File: src/rtl/pipe_reg_pkg.sv
// Shared definitions for the pipe_reg two-entry skid buffer: occupancy state
// encoding, whose numeric value doubles as the held-word count.
package pipe_reg_pkg;

    typedef enum logic [1:0] {
        EMPTY = 2'd0,
        ONE   = 2'd1,
        TWO   = 2'd2
    } pipe_state_t;

endpackage : pipe_reg_pkg

File: src/rtl/pipe_reg.sv
// Two-entry pipeline register (main + skid) with valid/ready handshake on both
// sides, a fully registered in_ready, flush and synchronous reset.
module pipe_reg #(
    parameter int               WIDTH     = 8,
    parameter logic [WIDTH-1:0] RESET_VAL = '0
) (
    input  logic             clk,
    input  logic             rst,
    input  logic             flush,
    input  logic             in_valid,
    input  logic [WIDTH-1:0] in_data,
    output logic             in_ready,
    output logic             out_valid,
    output logic [WIDTH-1:0] out_data,
    input  logic             out_ready,
    output logic [1:0]       count
);
    import pipe_reg_pkg::*;

    pipe_state_t      state_q, state_d;
    logic [WIDTH-1:0] main_q, main_d;
    logic [WIDTH-1:0] skid_q, skid_d;
    logic             in_ready_q;
    logic             in_xfer_s;
    logic             out_xfer_s;

    assign in_xfer_s  = in_valid && in_ready_q;
    assign out_xfer_s = (state_q != EMPTY) && out_ready;

    // Next-state and data-register selection; flush wins over every transfer.
    always_comb begin
        state_d = state_q;
        main_d  = main_q;
        skid_d  = skid_q;
        if (flush) begin
            state_d = EMPTY;
        end else begin
            case (state_q)
                EMPTY: begin
                    if (in_xfer_s) begin
                        main_d  = in_data;
                        state_d = ONE;
                    end else begin
                        state_d = EMPTY;
                    end
                end
                ONE: begin
                    if (in_xfer_s && out_xfer_s) begin
                        main_d  = in_data;
                        state_d = ONE;
                    end else if (in_xfer_s) begin
                        skid_d  = in_data;
                        state_d = TWO;
                    end else if (out_xfer_s) begin
                        state_d = EMPTY;
                    end else begin
                        state_d = ONE;
                    end
                end
                TWO: begin
                    if (out_ready) begin
                        main_d  = skid_q;
                        state_d = ONE;
                    end else begin
                        state_d = TWO;
                    end
                end
                default: begin
                    state_d = EMPTY;
                end
            endcase
        end
    end

    // State, data and ready registers; in_ready is precomputed from state_d so
    // out_ready never reaches it combinationally.
    always_ff @(posedge clk) begin
        if (rst) begin
            state_q    <= EMPTY;
            main_q     <= RESET_VAL;
            skid_q     <= RESET_VAL;
            in_ready_q <= 1'b1;
        end else begin
            state_q    <= state_d;
            main_q     <= main_d;
            skid_q     <= skid_d;
            in_ready_q <= (state_d != TWO);
        end
    end

    assign in_ready  = in_ready_q;
    assign out_valid = (state_q != EMPTY);
    assign out_data  = main_q;
    assign count     = state_q;

endmodule : pipe_reg

File: config.mk
export PLATFORM = sky130hd
export DESIGN_NAME = pipe_reg
export DESIGN_NICKNAME = d
export VERILOG_FILES = /design/src/rtl/pipe_reg_pkg.sv /design/src/rtl/pipe_reg.sv
export SDC_FILE = /design/constraint.sdc
export NUM_CORES = 1
export LEC_CHECK = 0
export ABC_AREA = 1
export CAP_MARGIN = 40
export CORE_MARGIN = 4
export CORE_UTILIZATION = 46
export DETAILED_ROUTE_END_ITERATION = 8
export PLACE_DENSITY = 0.77
export SLEW_MARGIN = 30
export SYNTH_ARGS = -nofsm -noshare
export SYNTH_HDL_FRONTEND = slang
export SYNTH_SLANG_ARGS = --single-unit
export TNS_END_PERCENT = 20
File: constraint.sdc
create_clock -name clk -period 2.17 [get_ports clk]
set_input_delay 0.3255 -clock clk [delete_from_list [all_inputs] [get_ports clk]]
set_output_delay 0.3255 -clock clk [all_outputs]
set_load 0.01 [all_outputs]
# Word-level counts from Yosys, hierarchy flattened
# Index checks and enable logic that the tools add are counted.
[totals] in_bits=13 register_bits=19 output_inout_bits=12
[op_classes] n_mux=11 n_eq_ne=6 n_bitwise=2 reduce_logical=8
[op_table] operator="two-way mux 8 bit" count=3
[op_table] operator="case mux 8 bit (3 select lines)" count=1
[op_table] operator="two-way mux 2 bit" count=4
[op_table] operator="inequality test 2 bit (second input constant)" count=4
[op_table] operator="case mux 2 bit (3 select lines)" count=1
[op_table] operator="AND reduction 5 bit" count=1
[op_table] operator="AND reduction 4 bit" count=1
[op_table] operator="logical AND 1 bit" count=3
[op_table] operator="nonzero test 3 bit" count=1
[op_table] operator="equality test 2 x 1 -> 1 bit (second input constant)" count=1
[op_table] operator="equality test 2 bit (second input constant)" count=1
[op_table] operator="logical NOT 2 bit" count=1
[op_table] operator="two-way mux 1 bit" count=2
[op_table] operator="inverter 1 bit" count=2
[op_table] operator="nonzero test 2 bit" count=1

# Logic depth before layout (Yosys ltp)
[logic_depth] ltp_word=8 mapped_depth=11

# Least setup slack after synthesis
# Ideal clock, no wire load.
[synth_path] kind="reg2reg" startpoint="register state_q[0] (netlist: count[0])" endpoint="register main_q[5] (netlist: out_data[5])" t_required_ns=2.057 stages_incl_launch_ff=12 path_slack_ns=0.582 arrival_time_ns=1.475 setup_ns=0.113 period_less_slack_ns=1.588 cell_sequence="dfxtp_1 nor2_1 nor2_1 ha_1 inv_1 nand3_1 nand2_1 nor2_4 buf_6 nand2_1 nand2_1 nor2_1"
[synth_via] elab_chain_len=5
[synth_lines] element="from (decl)" line_no="pipe_reg.sv:20" source="pipe_state_t state_q, state_d;"
[synth_lines] element="from (signal assigned)" line_no="pipe_reg.sv:84" source="state_q <= state_d;"
[synth_lines] element="nonzero test 2 bit" line_no="pipe_reg.sv:28" source="assign out_xfer_s = (state_q != EMPTY) && out_ready;"
[synth_lines] element="logical AND 1 bit" line_no="pipe_reg.sv:28"
[synth_lines] element="logical AND 1 bit" line_no="pipe_reg.sv:48" source="if (in_xfer_s && out_xfer_s) begin"
[synth_lines] element="inequality test 2 bit (no source line)"
[synth_lines] element="AND reduction 5 bit (no source line)"
[synth_lines] element="to (signal assigned)" line_no="pipe_reg.sv:85" source="main_q <= main_d;"
[synth_lines] element="to (decl)" line_no="pipe_reg.sv:21" source="logic [WIDTH-1:0] main_q, main_d;"
# Parallel ways exist; a longest one is shown, timed or not.
# A chain may end at the register's enable or synchronous reset.

# Worst setup path in the final report
[layout_path] startpoint="register state_q[0] (netlist: count[0])" endpoint="output out_valid"
[layout_via] elab_chain_len=1
[layout_lines] element="nonzero test 2 bit" line_no="pipe_reg.sv:92" source="assign out_valid = (state_q != EMPTY);"
[layout_lines] element="to (decl)" line_no="pipe_reg.sv:13" source="output logic out_valid,"
# No other way between the ends.

==> impl_metrics.csv <==
group,metric,value,unit
run_status,status,"finished, final reports clean",
timing,period_share,84.5,%
pwr,leakage,0.564,nW
clock_tree,clock-sinks,19,
worst_setup_path,rrSetupSlack,430,ps
synth,postSynthNetCount,158,
placement,portBuffers,24,
detailed_routing,drt_first_pass_iters,4,
global_route,grt_max_degree,17,
worst_setup_path,crit_fanout,8,
synth,ys_ff_latch,19,
worst_setup_path,crit_buf_inv,2,
synth,ys_types,18,
clock_tree,cts_tree,"built",
clock_tree,cts_buffer_depth,2,
final_layout,drive_gt1_share,7.06,%
clock_tree,insertion_delay,280,ps
worst_setup_path,cp_top_family,"buffers and inverters",
worst_setup_path,worstPathRequired,1840,ps
final_layout,nNetsFinal,186,
detailed_routing,first_iter_violations,20,
job,maxCapViolCount,0,
detailed_routing,drtAntennaViolNets,0,
timing,rsz0062_at_grt,"no",
timing,max_clock_freq,0.545,GHz
die,start_util,51.1,%
global_route,grt_overflow_total,0,
synth,synth.area.top_cells,"dfxtp_1 (41%), nand2_1 (15%), nor2_1 (15%)",
clock_tree,post_cts_buffers,0,
timing,setup_viol,0,
worst_setup_path,max_stage_delay,530,ps
worst_setup_path,crit_chain,"nor2_1 > inv_1 > clkdlybuf4s50_1",
timing,tightest_slew,426,ps
worst_setup_path,endpoint_kind,"output pin",
detailed_routing,drc_errors,0,
synth,yosysTopAreaCell,"dfxtp_1",
placement,place_hpwl,1.59,mm
timing,hold_viol,0,
worst_setup_path,crit_start,"count[0]",
worst_setup_path,cp_slowest_cell,"clkdlybuf4s50_1",
worst_hold_path,hp-class,"reg2reg",
synth,ys_warn_count,0,
die,pin_count,25,
detailed_routing,wl_per_cell,10.2,µm
timing,relSlewSlack,71.6,%
clock_tree,clk_pin_slew,100,ps
clock_tree,holdBufCountCts,0,
global_route,grt_pass1_vias,794,
die,die_area,0.00280,mm²
clock_tree,numCtsBuffers,3,
timing,hold_ws,488,ps
synth,syn_area,930,µm²
worst_setup_path,rr_worst_depth,10,
global_route,antenna_found_initial,0,
global_route,grt_use_total,16.1,%
pwr,ir_drop,0.475,mV
clock_tree,root_buffer,"clkbuf_4",
worst_setup_path,cp.depth,3,
timing,slew_viol_final,0,
die,die_y,53.0,µm
timing,skew,0.802,ps
die,die_w,53.0,µm
worst_setup_path,cp-endpoint,"out_valid",
timing,min_period,1830,ps
detailed_routing,vias,913,
final_layout,synthToLayoutAreaGrowth,31.2,%
worst_setup_path,critPathKind,"reg2out",
detailed_routing,viasPerCell,4.68,
die,num_rows,15,
synth,syn_avg_cell_area,6.50,µm²
synth,synth_top_area_share,40.9,%
die,core,0.00182,mm²
final_layout,antenna_cells,0,
worst_setup_path,r2r_start,"count[0]",
placement,gp_congestion,0.781,
pwr,power_density,556,mW/mm²
synth,postSynthCellCount,143,
worst_setup_path,crit_path_start_kind,"flop",
final_layout,fill_cells,188,
clock_tree,cts_resized,0,
worst_setup_path,r2r_end,"out_data[4]",
detailed_routing,drt-total-wl,1.99,mm
synth,seq_area_frac_synth,40.9,%
worst_setup_path,crit_arrival,1510,ps
clock_tree,htree_num_levels,1,
timing,tns,0,ps
global_route,grt_pass1_wl,3.28,mm
## stage by stage
stage / power, W / cells / cell area (µm²) / util [%] / setup slack [ps]
floorplan: 0.000456 / 143 / 930 / - / 582
global placement: 0.000516 / 191 / 1190 / 65.6 / 228
detailed placement: 0.000520 / 191 / 1190 / 65.6 / 145
CTS: 0.000693 / 195 / 1220 / 67.0 / 321
global route: 0.000734 / 195 / 1220 / 67.0 / 221
finish: 0.000679 / 195 / 1220 / 67.0 / 337
## synth_stat cells
cell and n:
nand3_1 11, o21ai_0 10, buf_4 1, nand3_2 1
nand2_1 36, nor2_1 36, buf_6 1, buf_1 1
inv_2 1, a21oi_1 2, ha_1 2, nor2_4 1
dfxtp_1 19, inv_1 16, or2_2 1, nand4_1 1
nand2_2 2, nor2_2 1
## cells in the final DEF (no fill, tap or decap)
| master | netlist | layout |
|---|---|---|
| clkbuf_4 | 0 | 3 |
| or2_2 | 1 | 1 |
| a21oi_1 | 2 | 2 |
| clkdlybuf4s50_1 | 0 | 24 |
| o21ai_0 | 10 | 10 |
| nor2_4 | 1 | 1 |
| clkbuf_1 | 0 | 1 |
| nor2_2 | 1 | 1 |
| nand3_1 | 11 | 11 |
| inv_1 | 16 | 16 |
| inv_2 | 1 | 1 |
| nor2_1 | 36 | 36 |
| nand4_1 | 1 | 1 |
| nand3_2 | 1 | 1 |
| nand2_2 | 2 | 2 |
| dfxtp_1 | 19 | 19 |
| ha_1 | 2 | 2 |
| nand2_1 | 36 | 36 |
| buf_4 | 1 | 2 |
## final cells by class
class                           instances  area (µm²)  share of cell area (%)
Clock buffer                            4        26.3                    2.15
Inverter                               17        63.8                    5.23
Multi-Input combinational cell        104         463                    37.9
Sequential cell                        19         380                    31.2
Tap cell                               25        31.3                    2.56
Timing Repair Buffer                   26         255                    20.9
## cell families (layout without fill, tap and decap cells)
group / Yosys count / after routing / synth area share, %
adder cells (fa/ha/maj): 2 / 2 / 2.69
AND/OR/NAND/NOR: 90 / 90 / 40.6
flip-flops: 19 / 19 / 40.9
buffers and inverters: 20 / 47 / 9.29
AO/OA/AOI/OAI: 12 / 12 / 6.46
## where the power goes
part           switching [W]  internal [W]  total (W)
Clock              0.0000976     0.0000714   0.000169
Sequential        0.00000971      0.000366   0.000375
Combinational      0.0000656     0.0000690   0.000135
Total               0.000173      0.000506   0.000679
## tightest hold or removal path: cells and delay by family, from the launching register on
family,cells,cell delay [ps]
flops,1,320
simple gates,2,140
## per-layer routing
| metal | vias to the layer above | routed length [µm] | GRT usage (%) |
|---|---|---|---|
| met2 | 28 | 952 | 25.6 |
| li1 | 492 | - | - |
| met1 | 388 | 863 | 20.6 |
| met3 | 5 | 126 | 2.54 |
| met4 | 0 | 42 | 8.94 |
| met5 | - | 0 | 0 |
## registers in the layout (all words and copies together), names as in the netlist
register / count
count: 2
in_ready: 1
skid_q: 8
out_data: 8
## worst min-delay path by stage
| stage | startpoint | endpoint | slack (ps) | cells after the start |
|---|---|---|---|---|
| global route | out_data[4] | out_data[4] | 510 | 2 |
| finish | out_data[4] | out_data[4] | 490 | 2 |
| CTS | out_data[4] | out_data[4] | 490 | 2 |
| floorplan | rst | count[0] | 400 | 1 |
| detailed placement | out_data[4] | out_data[4] | 470 | 2 |
| global placement | skid_q[4] | skid_q[4] | 460 | 2 |
No activity file was read; power rests on OpenSTA's default activity.
